$ cat config.mk
export PLATFORM = sky130hd
export DESIGN_NAME = cp0_flat
export DESIGN_NICKNAME = d
export VERILOG_FILES = /design/src/rtl/cp0_if.sv /design/src/rtl/cp0.sv /design/src/flat_wrapper.sv
export SDC_FILE = /design/constraint.sdc
export NUM_CORES = 1
export LEC_CHECK = 0
export ABC_AREA = 1
export BUFFER_PORTS_ARGS = -buffer_cell sky130_fd_sc_hd__buf_2
export CAP_MARGIN = 20
export CORE_UTILIZATION = 48
export DETAILED_ROUTE_END_ITERATION = 10
export PLACE_DENSITY = 0.83
export SYNTH_ARGS = -nofsm -noshare
export SYNTH_HDL_FRONTEND = slang
export SYNTH_SLANG_ARGS = --single-unit
$ cat constraint.sdc
create_clock -name clk -period 3.74 [get_ports clk]
set_clock_uncertainty 0.15 [all_clocks]
set_input_delay 0.374 -clock clk [delete_from_list [all_inputs] [get_ports clk]]
set_output_delay 0.374 -clock clk [all_outputs]
set_load 0.03 [all_outputs]
$ cat src/rtl/cp0_if.sv
// Bundles the M-stage CP0 access signals between the pipeline and cp0.
interface cp0_if;
   logic [4:0]  A1;
   logic [4:0]  A2;
   logic [31:0] DIn;
   logic        WE;
   logic [31:0] PC;
   logic [4:0]  ExcCode;
   logic [5:0]  HWInt;
   logic        EXLClr;
   logic        IntReq;
   logic [31:0] EPC;
   logic [31:0] DOut;

   modport master (
      output A1, A2, DIn, WE, PC, ExcCode, HWInt, EXLClr,
      input  IntReq, EPC, DOut
   );

   modport slave (
      input  A1, A2, DIn, WE, PC, ExcCode, HWInt, EXLClr,
      output IntReq, EPC, DOut
   );
endinterface

$ cat src/rtl/cp0.sv
// Coprocessor-0: exception/interrupt decision plus SR, Cause, EPC and PrID.
module cp0 #(
   parameter logic [31:0] PRID = 32'h0000_4D4D
) (
   input logic   clk,
   input logic   reset,
   cp0_if.slave  bus
);
   localparam int unsigned REG_W = 5;
   localparam logic [REG_W-1:0] SR_NUM    = REG_W'(12);
   localparam logic [REG_W-1:0] CAUSE_NUM = REG_W'(13);
   localparam logic [REG_W-1:0] EPC_NUM   = REG_W'(14);
   localparam logic [REG_W-1:0] PRID_NUM  = REG_W'(15);

   logic [5:0]  im;
   logic        exl;
   logic        ie;
   logic [5:0]  ip;
   logic [4:0]  exc_code;
   logic [31:0] epc;

   logic hw;
   logic exc;
   logic int_req;
   logic unused_pc_low;

   assign unused_pc_low = ^bus.PC[1:0];

   // Take decision; forced low in reset so no flush leaks out during reset.
   always_comb begin
      hw      = (|(bus.HWInt & im)) & ie & ~exl;
      exc     = (bus.ExcCode != 5'd0) & ~exl;
      int_req = ~reset & (hw | exc);
   end

   always_ff @(posedge clk) begin
      if (reset) begin
         im       <= 6'd0;
         exl      <= 1'b0;
         ie       <= 1'b0;
         ip       <= 6'd0;
         exc_code <= 5'd0;
         epc      <= 32'd0;
      end else begin
         ip <= bus.HWInt;
         if (int_req) begin
            exl      <= 1'b1;
            epc      <= {bus.PC[31:2], 2'b00};
            exc_code <= hw ? 5'd0 : bus.ExcCode;
         end else begin
            if (bus.WE) begin
               if (bus.A2 == SR_NUM) begin
                  im  <= bus.DIn[15:10];
                  exl <= bus.DIn[1];
                  ie  <= bus.DIn[0];
               end else if (bus.A2 == EPC_NUM) begin
                  epc <= {bus.DIn[31:2], 2'b00};
               end
            end
            // eret after the write so a simultaneous SR write still leaves EXL clear
            if (bus.EXLClr) exl <= 1'b0;
         end
      end
   end

   always_comb begin
      bus.DOut = 32'd0;
      case (bus.A1)
         SR_NUM:    bus.DOut = {16'd0, im, 8'd0, exl, ie};
         CAUSE_NUM: bus.DOut = {16'd0, ip, 3'd0, exc_code, 2'b00};
         EPC_NUM:   bus.DOut = epc;
         PRID_NUM:  bus.DOut = PRID;
         default:   bus.DOut = 32'd0;
      endcase
   end

   assign bus.IntReq = int_req;
   assign bus.EPC    = epc;
endmodule

$ cat src/flat_wrapper.sv
// flat-port wrapper written by rule: the top's interface ports become plain ports
module cp0_flat 
#(
   parameter logic [31:0] PRID = 32'h0000_4D4D
)
  (clk, reset, bus_A1, bus_A2, bus_DIn, bus_WE, bus_PC, bus_ExcCode, bus_HWInt, bus_EXLClr, bus_IntReq, bus_EPC, bus_DOut);
  cp0_if bus_i ();
  input logic clk;
  input logic reset;
  input wire logic [$bits(bus_i.A1)-1:0] bus_A1;
  input wire logic [$bits(bus_i.A2)-1:0] bus_A2;
  input wire logic [$bits(bus_i.DIn)-1:0] bus_DIn;
  input wire logic [$bits(bus_i.WE)-1:0] bus_WE;
  input wire logic [$bits(bus_i.PC)-1:0] bus_PC;
  input wire logic [$bits(bus_i.ExcCode)-1:0] bus_ExcCode;
  input wire logic [$bits(bus_i.HWInt)-1:0] bus_HWInt;
  input wire logic [$bits(bus_i.EXLClr)-1:0] bus_EXLClr;
  output wire logic [$bits(bus_i.IntReq)-1:0] bus_IntReq;
  output wire logic [$bits(bus_i.EPC)-1:0] bus_EPC;
  output wire logic [$bits(bus_i.DOut)-1:0] bus_DOut;
  assign bus_i.A1 = bus_A1;
  assign bus_i.A2 = bus_A2;
  assign bus_i.DIn = bus_DIn;
  assign bus_i.WE = bus_WE;
  assign bus_i.PC = bus_PC;
  assign bus_i.ExcCode = bus_ExcCode;
  assign bus_i.HWInt = bus_HWInt;
  assign bus_i.EXLClr = bus_EXLClr;
  assign bus_IntReq = bus_i.IntReq;
  assign bus_EPC = bus_i.EPC;
  assign bus_DOut = bus_i.DOut;
  cp0 #(.PRID(PRID)) u_core (.clk(clk), .reset(reset), .bus(bus_i));
endmodule
Word level (Yosys, flattened, before mapping)
Cells that the tools add are included.

Equality and inequality tests: 7. Mux-type cells: 10. Bitwise operators: 9. Reductions and logical operators: 9.

Operators by type and width (count): $mux 32 (4); $pmux 32 s4 (1); $eq 5x4->1 const B (6); $and 6x6->6 (1); $reduce_and 3->1 (2); $reduce_bool 3->1 (2); $reduce_or 6->1 (1); $mux 5 (1); $reduce_bool 5->1 (1); $and 1x1->1 (4); $mux 1 (4); $reduce_bool 2->1 (2); $not 1->1 (3); $ne 2x2->1 const B (1); $reduce_and 2->1 (1); $or 1x1->1 (1).

Register bits: 49.

Longest topological paths before layout
Depth after elaboration: 8. Mapped depth: 11.

Worst setup path after synthesis
Ideal clock, no wire load.

Path kind: in2out. Start: input port bus_A1[3]. End: output port bus_DOut[0]. Arrival: 1.544 ns. Required time: 3.216 ns. Setup slack: 1.672 ns. Cell stages on the path: 4. Path through: nand2_1 -> nor2_1 -> nand2_1 -> o21ai_0.

Longest elaborated chain between the ends: 2. Elaborated cells on any way between the ends: 5.

Ends and longest elaborated chain: start, declared (line flat_wrapper.sv:10) `input wire logic [$bits(bus_i.A1)-1:0] bus_A1;`; $eq 5x4->1 (line cp0.sv:68) `case (bus.A1)`; $pmux 32 s4 (*) (line cp0.sv:68); end, declared (line flat_wrapper.sv:20) `output wire logic [$bits(bus_i.DOut)-1:0] bus_DOut;`.

Every way passes the cells marked *; elsewhere a longest branch is shown, timed or not.

Worst setup path in the final report
Start: register u_core.im[4]. End: output port bus_IntReq.

Longest elaborated chain between the ends: 6.

Ends and longest elaborated chain: start, declared (line cp0.sv:15) `logic [5:0] im;`; start signal, assigned (line cp0.sv:53) `im <= bus.DIn[15:10];`; $and 6x6->6 (line cp0.sv:31) `hw = (|(bus.HWInt & im)) & ie & ~exl;`; $reduce_or 6->1 (line cp0.sv:31); $and 1x1->1 (2 in series) (line cp0.sv:31); $or 1x1->1 (line cp0.sv:33) `int_req = ~reset & (hw | exc);`; $and 1x1->1 (line cp0.sv:33); end, declared (line flat_wrapper.sv:18) `output wire logic [$bits(bus_i.IntReq)-1:0] bus_IntReq;`.

No other way between the ends.

==> results.tsv <==
metric	value	unit
Clock Power Share	29.8	%
hold buffer count at cts	0	
Die Span Y	78.21	µm
NetSw	0.4177	mW
Worst-Skew Late Latency	290	ps
Worst Tran Pin Value	875.5	ps
detailed-route wire length	7867	µm
Starting Density	50.32	%
Port Buf Inserts	149	
syn_area_per_cell	6.008	µm²
Int Power	0.8901	mW
post-synthesis sequential area ratio	35.19	%
Final Hold Vio Count	0	
Detail Route Antenna Nets	0	
filler instances	535	
Clock Sinks	49	
commonest non-fill, non-tap cells in the layout	buf_2, nand2_1, nand3_1	
num rows	27	
CP startpoint kind	flip-flop	
Worst EP arrival	2250	ps
clk buf depth	2	
RSZ-0062 raised after global routing	false	
die area	6116	µm²
Worst setup startpoint	u_core.im[4]	
most common cell after layout, fill and taps aside	buf_2	
design area	3630	µm²
Synth area leader	dfxtp_1	
Via density	4.933	
vias in the first global route	3035	
Cell Area, Placed	3510	µm²
TritonRoute pass-1 iters	4	
Antenna Cells	0	
layout overhead on the synthesized area	30.21	%
cts bufs inserted	5	
largest net degree at the start of global routing	71	
DP Wirelength	5602	µm
Required @ worst endpoint	3220	ps
Peak supply drop	0.2449	mV
Lkg Pwr	2.065	nW
Hold Path Class	primary input to flip-flop	
combinational share of power	24.9	%
grt ovf	0	
CTS tree	done	
status	completed	
Post-Syn Area	2788	µm²
Synth cell types	23	
Worst Path Max Fanout	70	
FF+latch count, synth	49	
FF+latch area	980.9	µm²
DRC	0	
crit path kind	flip-flop to output port	
share of the synthesized area in the top cell type	35.19	%
CORE AREA	5540	µm²
average wire per standard cell	11.74	µm
period utilisation layout	74.08	%
fmax	0.3609	GHz
Sw Share	31.94	%
GRT Util Overall	26.00	%
Critical Path Sink Type	output port	
Die W	78.21	µm
Reg clk slew, reported paths	90	ps
first-pass GRT wire length	12890	µm
Final nets	686	
HP Start	bus_HWInt[5]	
H-tree depth	2	
final setup fails	0	
Pwr Density	360.3	nW/µm²
final worst setup slack	969.4	ps
1st-iter DRT viols	188	
Synth area leaders	dfxtp_1, nand2_1, nand3_1	
# Post-CTS Setup Buffers	0	
sequential power share	45.3	%
Final GP Congestion	0.8677	
Slew Viols, Final	0	
layout cells sized above 1	28.09	%
RR Startpoint	u_core.im[4]	
I/O Pins	154	
Cells after Synth	464	
yosys synthesis warning count	0	
clock root buffer	clkbuf_8	
post-CTS resize count	0	
Slew headroom	41.57	%
Final TNS setup	0	ps
initial antenna violation count	0	
Tmin final	2771	ps
post-place setup slack	1202	ps
max-cap check violation count	0	
DR vias	3305	
area of the multi-input gates	1408	µm²
critical path: stages (launching register included):
cell	delay, ps
dfxtp_1	380
nand2_1	60
nand2_1	50
nor2_1	40
nand2_1	60
nand2_1	70
nand2_2	60
buf_4	330
nand2_4	470
inv_2	200
buf_2	220
state kept, by name, summed over array words and instances, names as in the netlist:
register	flops
u_core.ie	1
u_core.exc_code	5
u_core.exl	1
u_core.im	6
u_core.bus.EPC	30
u_core.ip	6
per-stage QoR:
step	hold slack, ps	util (%)	total power [mW]	std cells
2_1_floorplan	289.2	-	0.8221	465
3_3_place_gp	301.2	63.35	0.9205	662
3_5_place_dp	309.4	63.35	0.9296	662
4_1_cts	134.0	65.51	1.318	670
5_1_grt	135.8	65.51	1.381	670
6_report	143.4	65.51	1.308	670
synth_stat cells, drive strengths merged:
library cell  instances
o21ai                 1
nor2                 43
a22o                  1
conb                  1
o211ai                1
nand2               144
a22oi                 1
clkbuf               11
inv                  67
nand4                 3
dfxtp                49
buf                  17
nor3                  3
a21oi                39
clkinv                1
a32o                  1
nand3                81
layout make-up:
cell class / count / area share [%]
inverters: 68 / 7.032
clock buffers: 6 / 2.275
flip-flops and latches: 49 / 27.03
multi-input cells: 320 / 38.78
well taps: 72 / 2.482
clock inverters: 2 / 1.034
repair buffers: 153 / 21.37
cells by family after synthesis:
family                 after synthesis  share of synthesized area, %
AO/OA/AOI/OAI                       44                         8.393
AND/OR/NAND/NOR                    274                         41.83
flip-flops                          49                         35.19
buffers and inverters               96                         14.45
other                                1                        0.1345
path summary, 6_finish.rpt:
path / endpoint / slack [ps] / cells past startpoint
hold / removal: u_core.ip[5] / 140 / 3
setup / recovery: bus_IntReq / 970 / 10
setup reg to reg: u_core.im[4] / 1520 / 11
hold reg to reg: u_core.ie / 320 / 2
power groups by stage:
| stage | Clock [mW] | Sequential [mW] | Combinational [mW] |
|---|---|---|---|
| floorplan | 0 | 0.659 | 0.163 |
| CTS | 0.400 | 0.592 | 0.327 |
| finish | 0.389 | 0.593 | 0.326 |
| detailed placement | 0 | 0.604 | 0.326 |
| global route | 0.421 | 0.598 | 0.361 |
| global placement | 0 | 0.602 | 0.318 |
metal layers:
layer | vias up | share of wire, % | GRT usage [%] | wire length, µm
li1 | 1709 | - | - | -
met1 | 1469 | 44 | 29.97 | 3430
met2 | 118 | 49 | 49.56 | 3872
met3 | 9 | 6.1 | 4.186 | 479
met4 | 0 | 1.1 | 6.111 | 85
met5 | - | 0 | 0 | 0
(Power assumes the default switching activity.)
